`src/rtl/ad5791_cfg_sequencer_if.sv`:
```
// rtl/ad5791_cfg_sequencer_if.sv - configuration-side link between the sequencer and the AD5791 driver
interface ad5791_cfg_sequencer_if #(
    parameter int SAXIS_TDATA_WIDTH = 32
);
    logic [SAXIS_TDATA_WIDTH-1:0] M_AXISCFG_tdata;
    logic                         M_AXISCFG_tvalid;
    logic                         configuration_mode;
    logic [2:0]                   configuration_axis;
    logic                         configuration_send;
    logic                         dac_ready;

    modport master (
        output M_AXISCFG_tdata,
        output M_AXISCFG_tvalid,
        output configuration_mode,
        output configuration_axis,
        output configuration_send,
        input  dac_ready
    );

    modport slave (
        input  M_AXISCFG_tdata,
        input  M_AXISCFG_tvalid,
        input  configuration_mode,
        input  configuration_axis,
        input  configuration_send,
        output dac_ready
    );
endinterface

```
`src/rtl/ad5791_cfg_sequencer.sv`:
```
// rtl/ad5791_cfg_sequencer.sv - walks an axis mask writing one config word per AD5791 axis
// Optional self-start after reset with INIT_WORD on all axes: AD5791_CFG_AUTO_INIT_EN
module ad5791_cfg_sequencer #(
    parameter int NUM_DAC           = 6,
    parameter int DAC_WORD_WIDTH    = 24,
    parameter int SAXIS_TDATA_WIDTH = 32,
    parameter int MODE_SETTLE       = 8,
    parameter int START_TIMEOUT     = 256,
    parameter int DONE_TIMEOUT      = 1024,
    parameter int SEND_GAP          = 16
`ifdef AD5791_CFG_AUTO_INIT_EN
    ,
    parameter logic [DAC_WORD_WIDTH-1:0] INIT_WORD = 24'h200012
`endif
) (
    input  logic                      a_clk,
    input  logic                      a_rst,
    input  logic                      start,
    input  logic [NUM_DAC-1:0]        axis_mask,
    input  logic [DAC_WORD_WIDTH-1:0] cfg_word,
    ad5791_cfg_sequencer_if.master    cfg,
    output logic                      busy,
    output logic                      done,
    output logic                      error,
    output logic [2:0]                err_axis,
    output logic [NUM_DAC-1:0]        skipped_mask
);

    typedef enum logic [3:0] {
        S_IDLE,
        S_ENTER,
        S_SELECT,
        S_LOAD,
        S_WAIT_IDLE,
        S_SEND,
        S_WAIT_DONE,
        S_RELEASE,
        S_EXIT,
        S_DONE
    } state_t;

    localparam logic [10:0] SETTLE_LAST = 11'(MODE_SETTLE - 1);
    localparam logic [10:0] START_LAST  = 11'(START_TIMEOUT - 1);
    localparam logic [10:0] DONE_LAST   = 11'(DONE_TIMEOUT - 1);
    localparam logic [10:0] GAP_LAST    = 11'(SEND_GAP - 1);

    state_t                    state_q;
    state_t                    state_d;
    logic [10:0]               cnt_q;
    logic                      rdy_m;
    logic                      rdy_s;
    logic [DAC_WORD_WIDTH-1:0] word_q;
    logic [NUM_DAC-1:0]        rem_q;
    logic [2:0]                axis_q;
    logic [2:0]                sel_idx;
    logic                      zero_done_q;

    logic                      req;
    logic [DAC_WORD_WIDTH-1:0] go_word;
    logic [NUM_DAC-1:0]        go_mask;
    logic                      seq_go;
    logic                      zero_req;
    logic                      do_select;
    logic                      do_skip;
    logic                      do_err;

    // dac_ready comes from the driver's SPI domain
    always_ff @(posedge a_clk or posedge a_rst) begin
        if (a_rst) begin
            rdy_m <= 1'b0;
            rdy_s <= 1'b0;
        end else begin
            rdy_m <= cfg.dac_ready;
            rdy_s <= rdy_m;
        end
    end

`ifdef AD5791_CFG_AUTO_INIT_EN
    logic auto_pend_q;

    always_ff @(posedge a_clk or posedge a_rst) begin
        if (a_rst) begin
            auto_pend_q <= 1'b1;
        end else if (state_q == S_IDLE) begin
            auto_pend_q <= 1'b0;
        end
    end

    always_comb begin
        req     = start | auto_pend_q;
        go_word = auto_pend_q ? INIT_WORD : cfg_word;
        go_mask = auto_pend_q ? {NUM_DAC{1'b1}} : axis_mask;
    end
`else
    always_comb begin
        req     = start;
        go_word = cfg_word;
        go_mask = axis_mask;
    end
`endif

    always_comb begin
        sel_idx = '0;
        for (int i = NUM_DAC - 1; i >= 0; i--) begin
            if (rem_q[i]) begin
                sel_idx = 3'(i);
            end
        end
    end

    always_ff @(posedge a_clk or posedge a_rst) begin
        if (a_rst) begin
            state_q <= S_IDLE;
            cnt_q   <= '0;
        end else begin
            state_q <= state_d;
            // every state entry restarts its own bound; the count parks at all-ones
            if (state_d != state_q) begin
                cnt_q <= '0;
            end else if (cnt_q != 11'h7FF) begin
                cnt_q <= cnt_q + 11'd1;
            end
        end
    end

    always_comb begin
        state_d   = state_q;
        seq_go    = 1'b0;
        zero_req  = 1'b0;
        do_select = 1'b0;
        do_skip   = 1'b0;
        do_err    = 1'b0;
        case (state_q)
            S_IDLE: begin
                if (req) begin
                    seq_go = 1'b1;
                    if (go_mask == '0) begin
                        zero_req = 1'b1;
                    end else begin
                        state_d = S_ENTER;
                    end
                end
            end
            S_ENTER: begin
                if (cnt_q >= SETTLE_LAST) begin
                    state_d = S_SELECT;
                end
            end
            S_SELECT: begin
                do_select = 1'b1;
                state_d   = S_LOAD;
            end
            S_LOAD: begin
                state_d = S_WAIT_IDLE;
            end
            S_WAIT_IDLE: begin
                if (rdy_s) begin
                    state_d = S_SEND;
                end else if (cnt_q >= DONE_LAST) begin
                    do_err  = 1'b1;
                    state_d = S_EXIT;
                end
            end
            S_SEND: begin
                // ready never falling means the driver saw unchanged data and ignored us
                if (!rdy_s) begin
                    state_d = S_WAIT_DONE;
                end else if (cnt_q >= START_LAST) begin
                    do_skip = 1'b1;
                    state_d = S_RELEASE;
                end
            end
            S_WAIT_DONE: begin
                if (rdy_s) begin
                    state_d = S_RELEASE;
                end else if (cnt_q >= DONE_LAST) begin
                    do_err  = 1'b1;
                    state_d = S_EXIT;
                end
            end
            S_RELEASE: begin
                if (cnt_q >= GAP_LAST) begin
                    state_d = (rem_q != '0) ? S_SELECT : S_EXIT;
                end
            end
            S_EXIT: begin
                state_d = S_DONE;
            end
            S_DONE: begin
                state_d = S_IDLE;
            end
            default: begin
                state_d = S_IDLE;
            end
        endcase
    end

    always_ff @(posedge a_clk or posedge a_rst) begin
        if (a_rst) begin
            word_q       <= '0;
            rem_q        <= '0;
            axis_q       <= '0;
            zero_done_q  <= 1'b0;
            error        <= 1'b0;
            err_axis     <= '0;
            skipped_mask <= '0;
        end else begin
            zero_done_q <= zero_req;
            if (seq_go) begin
                word_q       <= go_word;
                rem_q        <= go_mask;
                error        <= 1'b0;
                err_axis     <= '0;
                skipped_mask <= '0;
            end
            // axis moves only in SELECT/EXIT, where send and tvalid are both low
            if (do_select) begin
                axis_q         <= sel_idx;
                rem_q[sel_idx] <= 1'b0;
            end
            if (state_q == S_EXIT) begin
                axis_q <= '0;
            end
            if (do_skip) begin
                skipped_mask[axis_q] <= 1'b1;
            end
            if (do_err) begin
                error    <= 1'b1;
                err_axis <= axis_q;
            end
        end
    end

    always_comb begin
        cfg.M_AXISCFG_tvalid   = (state_q == S_LOAD);
        cfg.M_AXISCFG_tdata    = cfg.M_AXISCFG_tvalid
                                 ? {{(SAXIS_TDATA_WIDTH - DAC_WORD_WIDTH){1'b0}}, word_q}
                                 : '0;
        cfg.configuration_mode = state_q inside {S_ENTER, S_SELECT, S_LOAD, S_WAIT_IDLE,
                                                 S_SEND, S_WAIT_DONE, S_RELEASE};
        cfg.configuration_axis = axis_q;
        cfg.configuration_send = (state_q == S_SEND) || (state_q == S_WAIT_DONE);
        busy                   = (state_q != S_IDLE) && (state_q != S_DONE);
        done                   = (state_q == S_DONE) || zero_done_q;
    end

endmodule
```
`src/flat_wrapper.sv`:
```
// flat-port wrapper written by rule: the top's interface ports become plain ports
module ad5791_cfg_sequencer_flat 
#(
    parameter int NUM_DAC           = 6,
    parameter int DAC_WORD_WIDTH    = 24,
    parameter int SAXIS_TDATA_WIDTH = 32,
    parameter int MODE_SETTLE       = 8,
    parameter int START_TIMEOUT     = 256,
    parameter int DONE_TIMEOUT      = 1024,
    parameter int SEND_GAP          = 16

)
  (a_clk, a_rst, start, axis_mask, cfg_word, busy, done, error, err_axis, skipped_mask, cfg_M_AXISCFG_tdata, cfg_M_AXISCFG_tvalid, cfg_configuration_mode, cfg_configuration_axis, cfg_configuration_send, cfg_dac_ready);
  ad5791_cfg_sequencer_if #(.SAXIS_TDATA_WIDTH(SAXIS_TDATA_WIDTH)) cfg_i ();
  input  logic a_clk;
  input  logic a_rst;
  input  logic start;
  input  logic [NUM_DAC-1:0] axis_mask;
  input  logic [DAC_WORD_WIDTH-1:0] cfg_word;
  output logic busy;
  output logic done;
  output logic error;
  output logic [2:0] err_axis;
  output logic [NUM_DAC-1:0] skipped_mask;
  output wire logic [$bits(cfg_i.M_AXISCFG_tdata)-1:0] cfg_M_AXISCFG_tdata;
  output wire logic [$bits(cfg_i.M_AXISCFG_tvalid)-1:0] cfg_M_AXISCFG_tvalid;
  output wire logic [$bits(cfg_i.configuration_mode)-1:0] cfg_configuration_mode;
  output wire logic [$bits(cfg_i.configuration_axis)-1:0] cfg_configuration_axis;
  output wire logic [$bits(cfg_i.configuration_send)-1:0] cfg_configuration_send;
  input wire logic [$bits(cfg_i.dac_ready)-1:0] cfg_dac_ready;
  assign cfg_M_AXISCFG_tdata = cfg_i.M_AXISCFG_tdata;
  assign cfg_M_AXISCFG_tvalid = cfg_i.M_AXISCFG_tvalid;
  assign cfg_configuration_mode = cfg_i.configuration_mode;
  assign cfg_configuration_axis = cfg_i.configuration_axis;
  assign cfg_configuration_send = cfg_i.configuration_send;
  assign cfg_i.dac_ready = cfg_dac_ready;
  ad5791_cfg_sequencer #(.NUM_DAC(NUM_DAC), .DAC_WORD_WIDTH(DAC_WORD_WIDTH), .SAXIS_TDATA_WIDTH(SAXIS_TDATA_WIDTH), .MODE_SETTLE(MODE_SETTLE), .START_TIMEOUT(START_TIMEOUT), .DONE_TIMEOUT(DONE_TIMEOUT), .SEND_GAP(SEND_GAP)) u_core (.a_clk(a_clk), .a_rst(a_rst), .start(start), .axis_mask(axis_mask), .cfg_word(cfg_word), .cfg(cfg_i), .busy(busy), .done(done), .error(error), .err_axis(err_axis), .skipped_mask(skipped_mask));
endmodule
```
`config.mk`:
```
export PLATFORM = sky130hd
export DESIGN_NAME = ad5791_cfg_sequencer_flat
export DESIGN_NICKNAME = d
export VERILOG_FILES = /design/src/rtl/ad5791_cfg_sequencer_if.sv /design/src/rtl/ad5791_cfg_sequencer.sv /design/src/flat_wrapper.sv
export SDC_FILE = /design/constraint.sdc
export NUM_CORES = 1
export LEC_CHECK = 0
export CORE_ASPECT_RATIO = 1.75
export CORE_MARGIN = 2
export CORE_UTILIZATION = 52
export CTS_CLUSTER_DIAMETER = 150
export DETAILED_ROUTE_END_ITERATION = 8
export PLACE_DENSITY_LB_ADDON = 0.25
export SYNTH_ARGS = -nofsm -noshare
export SYNTH_HDL_FRONTEND = slang
export SYNTH_SLANG_ARGS = --single-unit
```
`constraint.sdc`:
```
create_clock -name a_clk -period 4.9 [get_ports a_clk]
set_input_delay 1.47 -clock a_clk [delete_from_list [all_inputs] [get_ports a_clk]]
set_output_delay 1.47 -clock a_clk [all_outputs]
set_load 0.02 [all_outputs]
```
==> Yosys cells after proc, flatten, opt, wreduce, memory -nomap -nowiden <==
Cells that the tools add are included.
{ "classes": {"bitwise": 3, "shifts": 0, "mul": 0, "reduce_logical": 14, "n_addsub": 1, "n_lt_le_gt_ge": 8, "n_mux": 46, "div_mod_pow": 0, "eq_ne": 12} }
{ "ops": {"columns": ["cell", "count"], "rows": [
  ["4-bit two-way mux", 10],
  ["4-bit one-hot mux with 9 select lines", 1],
  ["3-bit two-way mux", 10],
  ["24-bit two-way mux", 1],
  ["6-bit two-way mux", 4],
  ["11-bit two-way mux", 2],
  ["4-bit by 3-bit == test with 1-bit output, second input constant", 4],
  ["1-bit two-way mux", 16],
  ["11-bit by 1-bit adder with 11-bit output, second input constant", 1],
  ["11-bit by 10-bit greater-or-equal comparator with 1-bit output, second input constant", 1],
  ["11-bit by 3-bit greater-or-equal comparator with 1-bit output, second input constant", 1],
  ["11-bit by 4-bit greater-or-equal comparator with 1-bit output, second input constant", 1],
  ["11-bit by 8-bit greater-or-equal comparator with 1-bit output, second input constant", 1],
  ["11-bit != test, second input constant", 1],
  ["4-bit by 2-bit == test with 1-bit output, second input constant", 2],
  ["4-bit == test, second input constant", 2],
  ["3-bit by 4-bit < comparator with 1-bit output, second input constant", 2],
  ["7-bit nonzero test", 1],
  ["6-bit bitwise AND", 1],
  ["1-bit demux with 3-bit select", 2],
  ["3-bit by 1-bit greater-or-equal comparator with 1-bit output, second input constant", 2],
  ["6-bit logical NOT", 1],
  ["6-bit inverter", 1],
  ["6-bit bitwise OR", 1],
  ["other kinds (10)", 15]
]} }
{ "totals": {"mem_count": 0, "ram_bits": 0, "register_bits": 61, "output_inout_bits": 50, "latch_bits": 0, "elab_cells": 95, "rom_bits": 0} }

==> Depth between registers and ports, before layout <==
{ "depth": {"ltp_word": 13, "mapped_depth": 8, "depth_no_buf": 7} }

==> Worst setup path before layout <==
No wires, ideal clock.
{ "synth_timing": {"path_type": "reg2out", "startpoint": "register u_core.state_q[3]", "endpoint": "output port cfg_M_AXISCFG_tdata[15]", "setup_slack_ns": 1.553, "arrival_time_ns": 1.877, "stages_incl_launch_ff": 6, "required_ns": 3.430, "path_cell_list": "dfrtp_1 clkbuf_1 clkbuf_1 nor4_1 clkbuf_1 and2_1"} }
{ "synth_between": {"elab_chain_len": 2} }
{ "synth_rtl": {"columns": ["element", "line", "text"], "rows": [
  ["from (decl)", "ad5791_cfg_sequencer.sv:47", "state_t state_q;"],
  ["from (signal assigned)", "ad5791_cfg_sequencer.sv:116", "state_q <= state_d;"],
  ["4-bit by 2-bit == test with 1-bit output", "ad5791_cfg_sequencer.sv:235", "cfg.M_AXISCFG_tvalid = (state_q == S_LOAD);"],
  ["net cfg_M_AXISCFG_tvalid", "flat_wrapper.sv:26", "output wire logic [$bits(cfg_i.M_AXISCFG_tvalid)-1:0] cfg_M_AXISCFG_tvalid;"],
  ["24-bit two-way mux", "ad5791_cfg_sequencer.sv:237", "? {{(SAXIS_TDATA_WIDTH - DAC_WORD_WIDTH){1'b0}}, word_q}"],
  ["to (decl)", "flat_wrapper.sv:25", "output wire logic [$bits(cfg_i.M_AXISCFG_tdata)-1:0] cfg_M_AXISCFG_tdata;"]
]} }
The timed path passes the listed nets, and every way through them passes these cells.

==> Final worst setup path <==
{ "layout_timing": {"startpoint": "register u_core.state_q[1]", "endpoint": "output port cfg_M_AXISCFG_tdata[12]"} }
{ "layout_between": {"elab_chain_len": 2} }
{ "layout_rtl": {"columns": ["element", "line"], "rows": [
  ["4-bit by 2-bit == test with 1-bit output", "ad5791_cfg_sequencer.sv:235"],
  ["24-bit two-way mux", "ad5791_cfg_sequencer.sv:237"]
]} }
No other way between the ends.

==> qor.csv <==
stage,metric,value,unit
outcome,status,finished clean,
worst_setup_path,critical path class,flip-flop to output pin,
grt,number of global-route vias before repair,2456,
grt,first-pass GRT wire length,11540,um
sta,worst slew pin tran,938.7,ps
routing,DRT Wirelength,6909,um
worst_setup_path,CP max FO,25,
floorplan,die area,0.006654,sq mm
sta,Slew Limit Headroom,0.3727,
floorplan,Die X,62.53,um
grt,initial antenna violation count,0,
routing,WL/cell,15.15,um
sta,max frequency,254.8,MHz
logic_synthesis,sequential area share after synthesis,0.4898,
grt,grt ovf,0,
logic_synthesis,top-area cell type share of the netlist area,0.4898,
cts,htree depth,3,
power,power per cell area,492.5,mW/mm^2
cts,clock sinks,61,
hold_path,min-delay worst type,flip-flop to flip-flop,
routing,initial drt markers,81,
grt,All-Layer GR Usage,0.2238,
logic_synthesis,Avg Inst Size Synth,10.42,sq um
power,Leak Pwr,1.764,nW
logic_synthesis,leading area contributor after synthesis,dfrtp_1,
worst_setup_path,CP Capture Type,output pin,
cts,"CTS clk-pin slew, worst paths",70,ps
place,Placed Instance Area,0.003891,sq mm
cts,"Clk Latency, worst-skew pair",340,ps
worst_setup_path,Crit path required time,3430,ps
place,GPL Wtd Cong,0.9219,
logic_synthesis,Post-Syn Instances,299,
grt,largest net degree at the start of global routing,41,
floorplan,core area,0.005833,sq mm
sta,Clock Skew,8.889,ps
cts,Post-CTS Setup Bufs,0,
floorplan,Placement Rows,37,
logic_synthesis,main area contributors after synthesis,"dfrtp_1, mux2_2, and2_1, nor2_1, nand2_1",
run,max-cap check violation count,0,
routing,Post-DRT Antenna Nets,0,
cts,CTS tree,done,
worst_setup_path,"Critical Path, Cell by Cell","inv_1, nor4_2, buf_4, and2_1, clkdlybuf4s50_1",
sta,setup_tns,0,ps
power,total power,2.012,mW
worst_setup_path,WP buf/inv,3,
sta,RSZ-0062 raised after global routing,false,
sta,# setup viols final,0,
logic_synthesis,async set-reset flop share out of synthesis,1.000,
final_layout,Util after Layout,0.7001,
power,Clk network pwr share,0.215,
final_layout,"Design Area, Final",0.004084,sq mm
power,switching share of total power,0.3583,
worst_setup_path,"delay-heaviest family, CP",buffers and inverters,
worst_setup_path,Crit-path slowest cell,clkdlybuf4s50_1,
cts,CTS root buffer,clkbuf_8,
routing,Remaining DRCs,0,
worst_setup_path,slowest cell delay on critical path,610,ps
logic_synthesis,Post-synth top cells,"dfrtp_1, and2_1, mux2_2, nor2_1, nand2_1",
cts,Clock Tree Buf Depth,2,
floorplan,# IOs,84,
final_layout,layout cells sized above 1,0.1376,
sta,Final Cycle Share,0.8008,
routing,drt via density,5.436,
final_layout,diode count,0,
logic_synthesis,"EDFF count, synth",0,
cts,CTS resizes,0,
power,switching power,0.7207,mW
logic_synthesis,warnings from Yosys,0,
routing,via count,2479,
power,VDD IR-drop max,0.2459,mV
power,Cell Int Power,1.291,mW
worst_setup_path,arrival time worst endpoint,2450,ps
routing,1st-pass router iterations,4,
power,Comb power frac,0.385,
power,sequential power share,0.400,
logic_synthesis,synth unique cells,53,
sta,final slew viol count,0,
worst_setup_path,startpoint type of the worst setup path,flip-flop,
floorplan,Initial Utilization,0.5343,
floorplan,Die Y,106.4,um
logic_synthesis,top-count cell post-synth,dfrtp_1,
final_layout,synthesis-to-finish area growth,31.03,%
sta,min Tclk post-route,3924,ps
logic_synthesis,top_reg_cell synth,dfrtp_1,
logic_synthesis,number of synthesized register bits,61,
logic_synthesis,Mapped Area,0.003117,sq mm
cts,# hold bufs at CTS,0,
cts,total CTS buffers,9,
place,hpwl dp,5191,um
sta,Final Hold Viols,0,
place,Port Buf Inserts,75,
final_layout,# nets final,408,
[path summary, 6_finish.rpt]
path | startpoint | end | slack [ps] | depth (start not counted)
max in group asynchronous | a_rst | u_core.word_q[5]$_DFFE_PP0P_ | 2500 | 3
min in group asynchronous | a_rst | u_core.word_q[18]$_DFFE_PP0P_ | 1600 | 2
hold reg to reg | u_core.rdy_m$_DFF_PP0_ | u_core.rdy_s$_DFF_PP0_ | 340 | 0
hold / removal | u_core.rdy_m$_DFF_PP0_ | u_core.rdy_s$_DFF_PP0_ | 340 | 0
setup / recovery | u_core.state_q[1]$_DFF_PP0_ | cfg_M_AXISCFG_tdata[12] | 980 | 5
setup reg to reg | u_core.state_q[3]$_DFF_PP0_ | u_core.cnt_q[1]$_DFFE_PP0P_ | 2370 | 6
[cell usage in the layout (no fill, tap or decap), types with 2 or more instances in the layout]
cell type / n
a21o_1: 3
a21oi_1: 9
a22o_1: 8
a31oi_1: 6
a32o_1: 3
and2_1: 26
and3_1: 4
and4_1: 2
and4b_1: 2
buf_4: 4
clkbuf_1: 2
clkbuf_8: 10
clkdlybuf4s50_1: 75
clkinv_2: 2
conb_1: 8
dfrtp_1: 61
inv_1: 4
mux2_2: 24
mux2i_1: 6
nand2_1: 22
nand3_1: 9
nand4_1: 3
nor2_1: 24
nor2b_1: 4
nor3_1: 5
nor4_1: 3
o21ai_0: 13
or2_2: 2
xnor2_1: 2
xor2_1: 5
[worst register-to-register path: cells and delay by family (launching register included)]
kind	cells	cell delay (ps)
flops	1	580
simple gates	3	1070
compound gates	3	740
[registers in the layout, indices dropped and copies added, names as in the netlist]
signal,cells
u_core.error,1
u_core.err_axis,3
u_core.word_q,24
u_core.skipped_mask,6
u_core.cfg.configuration_axis,3
u_core.rem_q,6
u_core.zero_done_q,1
u_core.rdy_s,1
u_core.rdy_m,1
u_core.state_q,4
u_core.cnt_q,11
[per-layer routing]
metal | up-vias | track usage | wire [um]
met5 | - | 0 | 0
met4 | 0 | 0.1127 | 210
met3 | 15 | 0.06772 | 364
met2 | 83 | 0.3909 | 3656
met1 | 1172 | 0.2429 | 2678
li1 | 1209 | - | -
[through the flow]
step | worst slack (ps) | std cells | hold slack [ps]
CTS | 934.5 | 456 | 344.6
global placement | 1322 | 440 | 333.8
detailed placement | 1256 | 440 | 337.1
global route | 770.0 | 456 | 347.1
finish | 976.0 | 456 | 341.7
floorplan | 1553 | 306 | 331.2
[cell type report]
| type | count | area, sq um |
|---|---|---|
| Multi-Input combinational cell | 217 | 1468 |
| Clock inverter | 4 | 47.55 |
| Timing Repair Buffer | 79 | 780.7 |
| Inverter | 5 | 18.77 |
| Tap cell | 78 | 97.59 |
| Fill cell | 462 | 1749 |
| Sequential cell | 61 | 1526 |
| Clock buffer | 12 | 145.1 |
[power groups by stage]
stage | registers [mW] | logic [mW] | clock network [mW]
2_1_floorplan | 0.770 | 0.567 | 0
3_3_place_gp | 0.802 | 0.760 | 0
3_5_place_dp | 0.815 | 0.774 | 0
4_1_cts | 0.805 | 0.781 | 0.442
5_1_grt | 0.831 | 0.848 | 0.466
6_report | 0.805 | 0.774 | 0.432
[kinds of logic (layout without fill, tap and decap cells)]
group | after synthesis | count (layout) | share of synthesized area
multiplexers | 30 | 30 | 0.1060
flip-flops | 61 | 61 | 0.4898
AO/OA/AOI/OAI | 55 | 55 | 0.1293
XOR/XNOR | 7 | 7 | 0.01967
AND/OR/NAND/NOR | 116 | 116 | 0.2003
adder cells (fa/ha/maj) | 1 | 1 | 0.004014
buffers and inverters | 28 | 100 | 0.04978
other | 1 | 8 | 0.001203
No activity file was read; power rests on OpenSTA's default activity.
